**config.mk**
```make
export PLATFORM = sky130hd
export DESIGN_NAME = bitvec_index_encoder
export DESIGN_NICKNAME = d
export VERILOG_FILES = /design/src/rtl/bitvec_index_encoder.sv
export SDC_FILE = /design/constraint.sdc
export NUM_CORES = 1
export LEC_CHECK = 0
export ABC_CLOCK_PERIOD_IN_PS = 3440
export CORE_AREA = 2 2 39 41
export DETAILED_ROUTE_END_ITERATION = 8
export DIE_AREA = 0 0 41 43
export PLACE_DENSITY_LB_ADDON = 0.15
export SLEW_MARGIN = 20
export SYNTH_ARGS = -nofsm -noshare
export SYNTH_HDL_FRONTEND = slang
export SYNTH_SLANG_ARGS = --single-unit
```
**constraint.sdc**
```tcl
create_clock -name clk -period 3.44 [get_ports clk]
set_clock_uncertainty 0.15 [all_clocks]
set_input_delay 0.688 -clock clk [delete_from_list [all_inputs] [get_ports clk]]
set_output_delay 0.688 -clock clk [all_outputs]
set_load 0.02 [all_outputs]
```
**src/rtl/bitvec_index_encoder.sv**
```systemverilog
// bitvec_index_encoder
// Captures an N-bit flag vector and replays the index of each set bit,
// lowest first, one index per output handshake. An all-zero vector yields a
// single beat flagged with out_none. All outputs come from registered state.
module bitvec_index_encoder #(
    parameter int N     = 8,
    parameter int IDX_W = $clog2(N)
) (
    input  logic             clk,
    input  logic             rst_n,
    input  logic             in_valid,
    output logic             in_ready,
    input  logic [N-1:0]     in_vec,
    output logic             out_valid,
    input  logic             out_ready,
    output logic [IDX_W-1:0] out_idx,
    output logic             out_last,
    output logic             out_none
);

    localparam logic ST_IDLE = 1'b0;
    localparam logic ST_EMIT = 1'b1;

    logic         state_q;
    logic         state_d;
    logic [N-1:0] pending_q;
    logic [N-1:0] pending_d;

    // Lowest set bit of pending, isolated as a one-hot word (zero if none).
    logic [N-1:0]     lowest_oh;
    logic [IDX_W-1:0] lowest_idx;
    logic             multi_set;
    logic             emitting;

    assign lowest_oh = pending_q & (~pending_q + N'(1));
    assign multi_set = |(pending_q & (pending_q - N'(1)));
    assign emitting  = (state_q == ST_EMIT);

    // Binary-encode the one-hot lowest bit: index bit gi is the OR of every
    // one-hot position whose own index has bit gi set.
    genvar gi;
    generate
        for (gi = 0; gi < IDX_W; gi++) begin : g_idx_bit
            logic [N-1:0] sel_mask;

            // Constant mask of positions whose index has bit gi set.
            always_comb begin
                sel_mask = '0;
                for (int i = 0; i < N; i++) begin
                    sel_mask[i] = (((i >> gi) & 1) != 0);
                end
            end

            assign lowest_idx[gi] = |(lowest_oh & sel_mask);
        end
    endgenerate

    // Capture is only possible in IDLE and never while reset is asserted.
    assign in_ready  = (state_q == ST_IDLE) & rst_n;
    assign out_valid = emitting;
    assign out_idx   = emitting ? lowest_idx : '0;
    assign out_last  = emitting & ~multi_set;
    assign out_none  = emitting & (pending_q == '0);

    // Next-state: capture in IDLE, retire one index per accepted beat in EMIT.
    always_comb begin
        state_d   = state_q;
        pending_d = pending_q;
        case (state_q)
            ST_IDLE: begin
                if (in_valid && in_ready) begin
                    pending_d = in_vec;
                    state_d   = ST_EMIT;
                end
            end
            default: begin
                if (out_ready) begin
                    if (out_last) begin
                        pending_d = '0;
                        state_d   = ST_IDLE;
                    end else begin
                        pending_d = pending_q & ~lowest_oh;
                    end
                end
            end
        endcase
    end

    // State registers with synchronous active-low reset; reset drops any
    // partially emitted vector.
    always_ff @(posedge clk) begin
        if (!rst_n) begin
            state_q   <= ST_IDLE;
            pending_q <= '0;
        end else begin
            state_q   <= state_d;
            pending_q <= pending_d;
        end
    end

endmodule
```
Yosys cells after proc, flatten, opt, wreduce, memory -nomap -nowiden
Index checks and enable logic that the tools add are counted.
Cells by class
  add/sub/neg operators: 2
  equality and inequality tests: 1
  multiplexer cells: 9
  bitwise gates (word level): 10
  reductions and logical operators: 8
Operator list (number)
  $mux W8: 4
  $and A8 B8 Y8: 3
  $not A8 Y8: 2
  $reduce_or A4 Y1: 3
  $add A8 B1 Y8 const B: 1
  $logic_not A8 Y1: 1
  $reduce_or A8 Y1: 1
  $sub A8 B1 Y8 const B: 1
  $mux W1: 4
  $and A1 B1 Y1: 3
  $mux W3: 1
  $ne A2 B2 Y1 const B: 1
  $not A1 Y1: 2
  $reduce_and A2 Y1: 1
  $reduce_bool A2 Y1: 1
  $logic_and A1 B1 Y1: 1
Storage, ports and cells
  flip-flop bits (word level): 9
  input port bits: 12
  output and inout port bits: 7

Longest topological paths before layout
  word-level depth: 8
  gate-level depth with buffers: 5
  gate-level depth less buffers: 4

Worst setup path after synthesis
Ideal clock, no wire load.
  path type: reg2out
  start point: register pending_q[0]
  end point: output out_idx[2]
  arrival time: 1.474 ns
  data required time: 2.602 ns
  setup slack: 1.128 ns
  stages on the path, launching flop included: 4
  path buffers: 1
  path through: dfxtp_1 buf_6 or4_4 a211oi_1
Between the ends
  cells in the longest elaborated chain, start to end: 5
RTL lines
  from (decl): RTL line 26  | logic [N-1:0] pending_q;
  from (signal assigned): RTL line 97  | pending_q <= pending_d;
  $not A8 Y8: RTL line 35  | assign lowest_oh = pending_q & (~pending_q + N'(1));
  $add A8 B1 Y8: RTL line 35
  $and A8 B8 Y8: RTL line 35
  $reduce_or A4 Y1: RTL line 54  | assign lowest_idx[gi] = |(lowest_oh & sel_mask);
  $mux W3: RTL line 61  | assign out_idx = emitting ? lowest_idx : '0;
  to (decl): RTL line 16  | output logic [IDX_W-1:0] out_idx,
No other way between the ends.

Worst setup path in the final report
  start point: register pending_q[0]
  end point: output out_last
Between the ends
  cells in the longest elaborated chain, start to end: 5
RTL lines
  $sub A8 B1 Y8: RTL line 36  | assign multi_set = |(pending_q & (pending_q - N'(1)));
  $and A8 B8 Y8 (*): RTL line 36
  $reduce_or A8 Y1 (*): RTL line 36
  $not A1 Y1 (*): RTL line 62  | assign out_last = emitting & ~multi_set;
  $and A1 B1 Y1 (*): RTL line 62
  to (decl): RTL line 17  | output logic out_last,
Every way passes the cells marked *; elsewhere a longest branch is shown, timed or not.

==> flow_summary_export.csv <==
group,metric,value,unit
logic_synthesis,synth_xor_xnor_area_share,0,
cells_and_area,num_antenna_cells,0,
timing,final-setup-viol-count,0,
cells_and_area,nets,109,
timing,fin_tns_setup,0,ps
grt,grt_remaining_overflow,0,
clock_tree,master_cell_of_the_clock_root_buffer,"clkbuf_4",
logic_synthesis,yosysWarnings,0,
timing,final_hold_slack,372.9,ps
clock_tree,clkSinkCount,9,
grt,grt_use_met1,0.2623,
timing,fin_ws,410.7,ps
place,place.port_buffers,18,
grt,grt_pass1_wl,2311,µm
power_and_ir_drop,vdd_ir_drop_max,0.2255,mV
clock_tree,cts_hold_repair.buffers,0,
worst_setup_path,critPathSlowestCell,"clkdlybuf4s50_1",
clock_tree,worstSkewPairLatency,260,ps
logic_synthesis,syn-num-nets,88,
grt,pin_count_of_the_biggest_net_entering_global_routing,15,
cells_and_area,share_of_cells_above_drive_strength_1,0.1146,
logic_synthesis,synthSimpleGateAreaFrac,0.3029,
routing,ant_nets,0,
die,floorplan.io_pins,19,
logic_synthesis,synthesis.area_per_instance,7.935,µm²
die,dieWidth,41,µm
routing,totalWireLength,1419,µm
worst_setup_path,timing.critical_path.arrival,2190,ps
power_and_ir_drop,power-per-cell-area,381.3,nW/µm²
worst_setup_path,path_type_of_the_worst_setup_path,"flop to output port",
die,start_util,0.4358,
place,pre_cts_slack,651.5,ps
clock_tree,ctsHtreeMaxLevel,1,
clock_tree,numCtsBuffers,3,
logic_synthesis,post_synth_fa_ha_maj_area_fraction,0.03527,
min_path,hold_path.class,"flop to flop",
logic_synthesis,netlist_top_cells_area,"dfxtp_1 (30%), o21ai_0 (5.0%), a21boi_1 (5.0%)",
routing,detail_route.vias_per_cell,5.536,
clock_tree,cts.path.max_buffers,2,
worst_setup_path,critical_path_required,2600,ps
logic_synthesis,netlist-cell-type-count,35,
timing,maxSlewHeadroom,0.5899,
logic_synthesis,synth.ff_latch_count,9,
routing,drt_pre_antenna_iters,4,
die,core_region_area,1384,µm²
grt,grt_antenna_before_repair,0,
place,place.gp.congestion,0.7760,
min_path,holdCritStartpoint,"pending_q[7]",
logic_synthesis,syn-cell-area,603.1,µm²
worst_setup_path,startpoint,"pending_q[0]",
die,design.die.area,1763,µm²
grt,grt_pass1_vias,524,
routing,post-route-drc-count,0,
routing,dr.first_iter.drc_count,8,
logic_synthesis,postSynthCellCount,76,
timing,finalHoldViolations,0,
worst_setup_path,path_cells,"nor4_4 > nand2_1 > maj3_2 > nor2_1 > clkdlybuf4s50_1",
grt,gr-usage-all-layers,0.1939,
cells_and_area,regArea,180.2,µm²
routing,routed_wire_length_per_instance,12.67,µm
grt,grtUsageMet3,0.04712,
timing,drv_slew,0,
clock_tree,cts.clk_slew.worst_paths,70,ps
worst_setup_path,critPathCaptureType,"output port",
logic_synthesis,synth-main-ff-cell,"dfxtp_1",
timing,period_share,0.8806,
logic_synthesis,synth.mux.area_fraction,0.01660,
timing,fmax,330.1,MHz
die,die_height,43,µm
job,max_cap_violations,0,
logic_synthesis,async_reset_ff_frac,0,
grt,busiest_layer,"met2",
die,rows,14,
timing,period_minus_slack,3029,ps
timing,rsz0062_at_grt,"no",
timing,worstMarginPinSlew,613.9,ps
logic_synthesis,synth_seq_area_share,0.2988,
logic_synthesis,synth_common_cells,"dfxtp_1 (9), nor2_1 (8), nand2_1 (7)",
worst_setup_path,start_kind,"flop",
cells_and_area,multi_input_area,389.1,µm²
logic_synthesis,synth_top_area_cell,"dfxtp_1",
logic_synthesis,dominant_combinational_cell_family_by_area_after_synthesis,"simple AND/OR/NAND/NOR gates",
clock_tree,post_cts.repair.setup_buffers,0,
logic_synthesis,synth-compound-area-share,0.2905,
worst_setup_path,r2r_start,"pending_q[0]",
routing,routed_via_count,620,
grt,met2_grt_util,0.2938,
worst_setup_path,timing.critical_path.fanout_max,9,
clock_tree,cts_tree,"yes",
clock_tree,cts-resized-gates,0,
run_status,run_status,"completed",
logic_synthesis,yosys.cell_count.top_type,"dfxtp_1",
worst_setup_path,cpPeakStageDelay,600,ps
logic_synthesis,yosysTopAreaCellShare,0.2988,
cells_and_area,area_growth,35.68,%
cells_and_area,fillers,140,
place,detailed_place_hpwl,1002,µm
power_and_ir_drop,static-leakage-power,0.3129,nW
logic_synthesis,synth-edff-count,0,
## power by group
part | internal, mW | switching, mW
combinational | 0.0532 | 0.0508
sequential | 0.112 | 0.0126
clock | 0.0447 | 0.0386
## state kept, by name, summed over array words and instances (netlist names)
name       count
out_valid      1
pending_q      8
## metal layers
layer | wire length [µm] | share of wire
met1 | 677 | 0.48
met2 | 660 | 0.47
met3 | 81 | 0.057
met4 | 0 | 0
met5 | 0 | 0
## cell type report
class,instances,share of cell area
tap,16,0.02446
multi-input combinational,61,0.4755
sequential,9,0.2202
timing repair buffer,20,0.2385
clock buffer,4,0.03211
inverter,2,0.009174
## final timing paths
| check | slack, ps | to | depth (start not counted) |
|---|---|---|---|
| max | 410 | out_last | 5 |
| min | 370 | pending_q[7] | 2 |
| max reg2reg | 1760 | pending_q[5] | 4 |
| min reg2reg | 370 | pending_q[7] | 2 |
## stage by stage
| step | instance area, µm² | util | power (mW) | std cells |
|---|---|---|---|---|
| final | 818.3 | 0.5913 | 0.3120 | 112 |
| after global routing | 818.3 | 0.5913 | 0.3355 | 112 |
| after global placement | 792.0 | 0.5723 | 0.2288 | 108 |
| after detailed placement | 792.0 | 0.5723 | 0.2307 | 108 |
| after floorplan | 603.1 | - | 0.1916 | 76 |
| after CTS | 818.3 | 0.5913 | 0.3145 | 112 |
## placed cells by master, fill, tap and decap left out, types with 2 or more instances in the layout
cell	netlist	layout
nor3_1	3	3
nand2b_1	2	2
a22oi_1	2	2
buf_4	1	2
a21oi_1	5	5
a21boi_1	4	4
nor2b_1	3	3
clkbuf_4	0	3
nand2_1	7	7
nor2_1	8	8
nand3_1	2	2
dfxtp_1	9	9
clkdlybuf4s50_1	0	18
o21ai_0	6	6
## critical path, delay by kind of cell (launching register included)
kind                     cells  cell delay [ps]
adder cells (fa/ha/maj)      1              330
buffers and inverters        1              600
flip-flops                   1              400
AND/OR/NAND/NOR              3              600
## cell families after synthesis
logic type | count (synthesis)
buffers and inverters | 6
adder cells (fa/ha/maj) | 2
multiplexers | 1
AO/OA/AOI/OAI | 26
flip-flops | 9
AND/OR/NAND/NOR | 32
(Power assumes the default switching activity.)
